`src/rtl/serial_alu_ctrl.sv`:
```
// Bit-serial XOR/AND/OR/ADD sequencer driving one 1-bit gate slice, LSB first.
// Define SERIAL_ALU_SUB_EN to build the inverter/carry-preset path for OP=100 (A-B).
module serial_alu_ctrl #(
  parameter int unsigned WIDTH = 8
) (
  input  logic             CLK,
  input  logic             RST_N,
  input  logic             START,
  input  logic [2:0]       OP,
  input  logic [WIDTH-1:0] A,
  input  logic [WIDTH-1:0] B,
  output logic             BUSY,
  output logic             DONE,
  output logic [WIDTH-1:0] Y,
  output logic             COUT
);

  localparam int unsigned CW = $clog2(WIDTH);

  typedef enum logic [1:0] {
    IDLE = 2'b00,
    RUN  = 2'b01,
    FIN  = 2'b10
  } state_e;

  typedef enum logic [2:0] {
    OP_XOR = 3'b000,
    OP_AND = 3'b001,
    OP_OR  = 3'b010,
    OP_ADD = 3'b011,
    OP_SUB = 3'b100
  } op_e;

  state_e           state_q, state_d;
  logic [WIDTH-1:0] a_sr, b_sr;
  logic [WIDTH-2:0] res_sr;
  logic [WIDTH-1:0] res_full;
  logic [2:0]       op_q;
  logic [CW-1:0]    cnt;
  logic             carry;
  logic             last_bit;

  logic a_bit, b_bit, x_bit, g_bit, p_bit, sum_bit, carry_next, res_bit, arith;

  assign last_bit = (cnt == CW'(WIDTH - 1));
  assign res_full = {res_bit, res_sr};

  // One-bit slice: the gate outputs are shared by the logic ops and the adder.
  always_comb begin
    a_bit = a_sr[0];
    b_bit = b_sr[0];
`ifdef SERIAL_ALU_SUB_EN
    if (op_q == OP_SUB) b_bit = ~b_sr[0];
`endif
    x_bit      = a_bit ^ b_bit;
    g_bit      = a_bit & b_bit;
    p_bit      = a_bit | b_bit;
    sum_bit    = x_bit ^ carry;
    carry_next = g_bit | (carry & x_bit);
    res_bit    = 1'b0;
    arith      = 1'b0;
    case (op_q)
      OP_XOR: res_bit = x_bit;
      OP_AND: res_bit = g_bit;
      OP_OR:  res_bit = p_bit;
      OP_ADD: begin
        res_bit = sum_bit;
        arith   = 1'b1;
      end
`ifdef SERIAL_ALU_SUB_EN
      OP_SUB: begin
        res_bit = sum_bit;
        arith   = 1'b1;
      end
`endif
      default: begin
        res_bit = 1'b0;
        arith   = 1'b0;
      end
    endcase
  end

  always_ff @(posedge CLK) begin
    if (!RST_N) state_q <= IDLE;
    else        state_q <= state_d;
  end

  always_comb begin
    state_d = state_q;
    case (state_q)
      IDLE:    if (START) state_d = RUN;
      RUN:     if (last_bit) state_d = FIN;
      FIN:     state_d = IDLE;
      default: state_d = IDLE;
    endcase
  end

  assign BUSY = (state_q == RUN);
  assign DONE = (state_q == FIN);

  always_ff @(posedge CLK) begin
    if (!RST_N) begin
      a_sr   <= '0;
      b_sr   <= '0;
      res_sr <= '0;
      op_q   <= '0;
      cnt    <= '0;
      carry  <= 1'b0;
      Y      <= '0;
      COUT   <= 1'b0;
    end else begin
      case (state_q)
        IDLE: begin
          if (START) begin
            a_sr  <= A;
            b_sr  <= B;
            op_q  <= OP;
            cnt   <= '0;
`ifdef SERIAL_ALU_SUB_EN
            carry <= (OP == OP_SUB);
`else
            carry <= 1'b0;
`endif
          end
        end
        RUN: begin
          a_sr   <= a_sr >> 1;
          b_sr   <= b_sr >> 1;
          res_sr <= res_full[WIDTH-1:1];
          carry  <= carry_next;
          cnt    <= cnt + CW'(1);
          if (last_bit) begin
            Y    <= res_full;
            COUT <= arith & carry_next;
          end
        end
        default: ;
      endcase
    end
  end

endmodule

```
`config.mk`:
```
export PLATFORM = sky130hd
export DESIGN_NAME = serial_alu_ctrl
export DESIGN_NICKNAME = d
export VERILOG_FILES = /design/src/rtl/serial_alu_ctrl.sv
export SDC_FILE = /design/constraint.sdc
export NUM_CORES = 1
export LEC_CHECK = 0
export ABC_AREA = 0
export CAP_MARGIN = 20
export CORE_MARGIN = 8
export CORE_UTILIZATION = 55
export CTS_CLUSTER_DIAMETER = 120
export DETAILED_ROUTE_END_ITERATION = 16
export PLACE_DENSITY = 0.83
export SYNTH_ARGS = -nofsm -noshare
export SYNTH_HDL_FRONTEND = slang
export SYNTH_SLANG_ARGS = --single-unit
```
`constraint.sdc`:
```
create_clock -name CLK -period 3.68 [get_ports CLK]
set_input_delay 0.736 -clock CLK [delete_from_list [all_inputs] [get_ports CLK]]
set_output_delay 0.736 -clock CLK [all_outputs]
set_load 0.01 [all_outputs]
```
==> impl_metrics.json <==
{
  "status": "finished, final reports clean",
  "max-slew-margin-rel": 0.720,
  "slowest_delay_ns": 0.63,
  "synth_top_area_cell": "dfxtp_1",
  "ys_ff_latch": 41,
  "synth_edf_count": 0,
  "worst_path_max_delay_cell": "clkdlybuf4s50_1",
  "clockBufferDepth": 2,
  "postCtsHoldBufs": 0,
  "gr-usage-all-layers": 0.140,
  "area_growth_pct": 21.6,
  "die_area_sq_um": 5380,
  "setup_viol": 0,
  "htreeDepth": 2,
  "maxCapViolations": 0,
  "first_pass_iters": 4,
  "cp.arrival_ns": 2.27,
  "vias": 1442,
  "drtIter0Drc": 86,
  "max_freq_ghz": 0.333,
  "finalCriticalPeriod_ns": 3.00,
  "rr_startpoint": "state_q[0]$_SDFFE_PN0P_",
  "dp_hpwl_microns": 2480,
  "finClkSkew_ns": 0.0150,
  "die_h_microns": 73.3,
  "numCtsBuffers": 5,
  "synth_area_sq_um": 1810,
  "drive_gt1_frac": 0.0932,
  "ys_seq_area_frac": 0.454,
  "gp_congestion": 0.758,
  "wirelength_microns": 3490,
  "via_per_inst": 5.11,
  "ant_nets": 0,
  "crit_fanout": 26,
  "hp-start": "res_sr[0]$_SDFFE_PN0P_",
  "n_antenna_cell": 0,
  "drv_slew": 0,
  "finalCritPeriodShare": 0.816,
  "gr-total-overflow": 0,
  "hold_viol": 0,
  "syn-mean-instance-area_sq_um": 8.69,
  "cp.required_ns": 2.94,
  "io_buffer_count": 32,
  "wl_per_cell_microns": 12.4,
  "worst_pin_slew_ns": 0.419,
  "cts_setup_buffers": 0,
  "cts_tree": "done",
  "syn_nets": 235,
  "start_util": 0.559,
  "path_cells": "nand2b_2 -> inv_2 -> clkdlybuf4s50_1",
  "critPathLaunchType": "flop",
  "rsz0062_at_grt": "no",
  "root_buffer": "clkbuf_4",
  "grt_max_degree": 32,
  "synthFlopType": "dfxtp_1",
  "leakage_nw": 0.801,
  "syn-instance-count": 208,
  "rows": 21,
  "synthTopCellsByArea": "dfxtp_1 45%, nand2_1 12%, a311oi_2 8.3%",
  "ios": 33,
  "finalSetupTns_ns": 0,
  "ys.warnings.count": 0,
  "yosys.cell_types.count": 32,
  "power_uw": 892,
  "irDropWorstVdd_mv": 0.356,
  "power.density_nw_per_um2": 406,
  "drc": 0,
  "synthArstFlopShare": 0,
  "synth_top_cell_area_share": 0.454,
  "core_area_sq_um": 3230,
  "crit_type": "reg -> out",
  "cts.clk_slew.worst_paths_ns": 0.12,
  "clock-sinks": 41,
  "fin_nets": 262,
  "grt_pass1_wl_microns": 5930,
  "end_kind": "output pin",
  "insertion_delay_ns": 0.35,
  "post_cts_resized": 0,
  "cp-startpoint": "state_q[0]$_SDFFE_PN0P_",
  "antenna_found_initial": 0,
  "hold_path_class": "reg -> reg",
  "fp.dieW_microns": 73.3,
  "grt_pass1_vias": 1360
}
Yosys cell counts, drive strengths merged (3+ instances only):
library cell / n
ha: 4
a21oi: 16
nand3b: 3
a311oi: 14
clkbuf: 3
nand2: 59
inv: 6
mux2i: 4
dfxtp: 41
nand2b: 3
buf: 11
nor2: 23
worst max-delay path, delay by kind of cell, from the launching register on:
kind	cells	cell delay, ns
buffers and inverters	2	1.05
flip-flops	1	0.54
AND/OR/NAND/NOR	1	0.32
cells by family (layout without fill, tap and decap cells):
kind of cell,Yosys count,in the layout,synth area share
fa+ha+maj,5,5,0.0388
buf+inv,20,48,0.0609
simple gates,94,94,0.221
compound gates,44,44,0.203
flops,41,41,0.454
mux,4,4,0.0222
registers in the layout (all words and copies together), names as in the netlist:
signal	count
op_q	3
COUT	1
cnt	3
b_sr	8
a_sr	8
Y	8
res_sr	7
state_q	2
carry	1
path summary, 6_finish.rpt:
kind                                              to  slack (ns)  cells past startpoint
worst max register to register  a_sr[6]$_SDFFE_PN0P_        1.91                      4
worst min-delay path               Y[0]$_SDFFE_PN0P_        0.45                      2
worst min register to register     Y[0]$_SDFFE_PN0P_        0.45                      2
worst max-delay path                            BUSY        0.68                      3
where the power goes:
group          leakage (nW)  switching, mW  internal, mW
registers             0.335         0.0143         0.464
clock network        0.0455          0.144         0.162
logic                 0.420         0.0546        0.0523
through the flow:
step | setup WS, ns | util | instance area (sq um) | instances | hold slack (ns)
3_5_place_dp | 1.05 | 0.654 | 2110 | 274 | 0.445
6_report | 0.677 | 0.680 | 2200 | 282 | 0.453
3_3_place_gp | 1.09 | 0.654 | 2110 | 274 | 0.438
2_1_floorplan | 2.13 | - | 1810 | 208 | 0.432
4_1_cts | 0.635 | 0.680 | 2200 | 282 | 0.462
5_1_grt | 0.480 | 0.680 | 2200 | 282 | 0.479
cells in the final DEF (no fill, tap or decap), types with 2 or more instances in the layout:
cell type	netlist	layout
a311oi_1	4	4
inv_1	5	5
nor2b_1	2	2
nand2b_1	2	2
a31oi_1	2	2
o211ai_1	2	2
o21ai_0	2	2
a311oi_2	10	10
mux2i_1	4	4
clkbuf_4	0	5
a21oi_1	16	16
dfxtp_1	41	41
a22oi_1	2	2
buf_4	1	2
ha_1	4	4
nand3b_1	3	3
clkdlybuf4s50_1	0	32
nand2_1	59	59
nor2_1	23	23
a21o_1	2	2
layout make-up:
class | count | area [sq um]
clock buffer | 7 | 55.1
clock inverter | 1 | 30.0
fill | 283 | 1030
inverter | 6 | 22.5
multi-input combinational | 147 | 876
sequential | 41 | 821
tap | 46 | 57.6
timing repair buffer | 34 | 335
metal layers:
metal / share of wire / vias to the layer above / global-route usage
met5: 0 / - / 0
met4: 0.0092 / 0 / 0.0643
met3: 0.052 / 4 / 0.0532
met2: 0.44 / 34 / 0.220
met1: 0.50 / 642 / 0.164
li1: - / 762 / -
(Power assumes the default switching activity.)
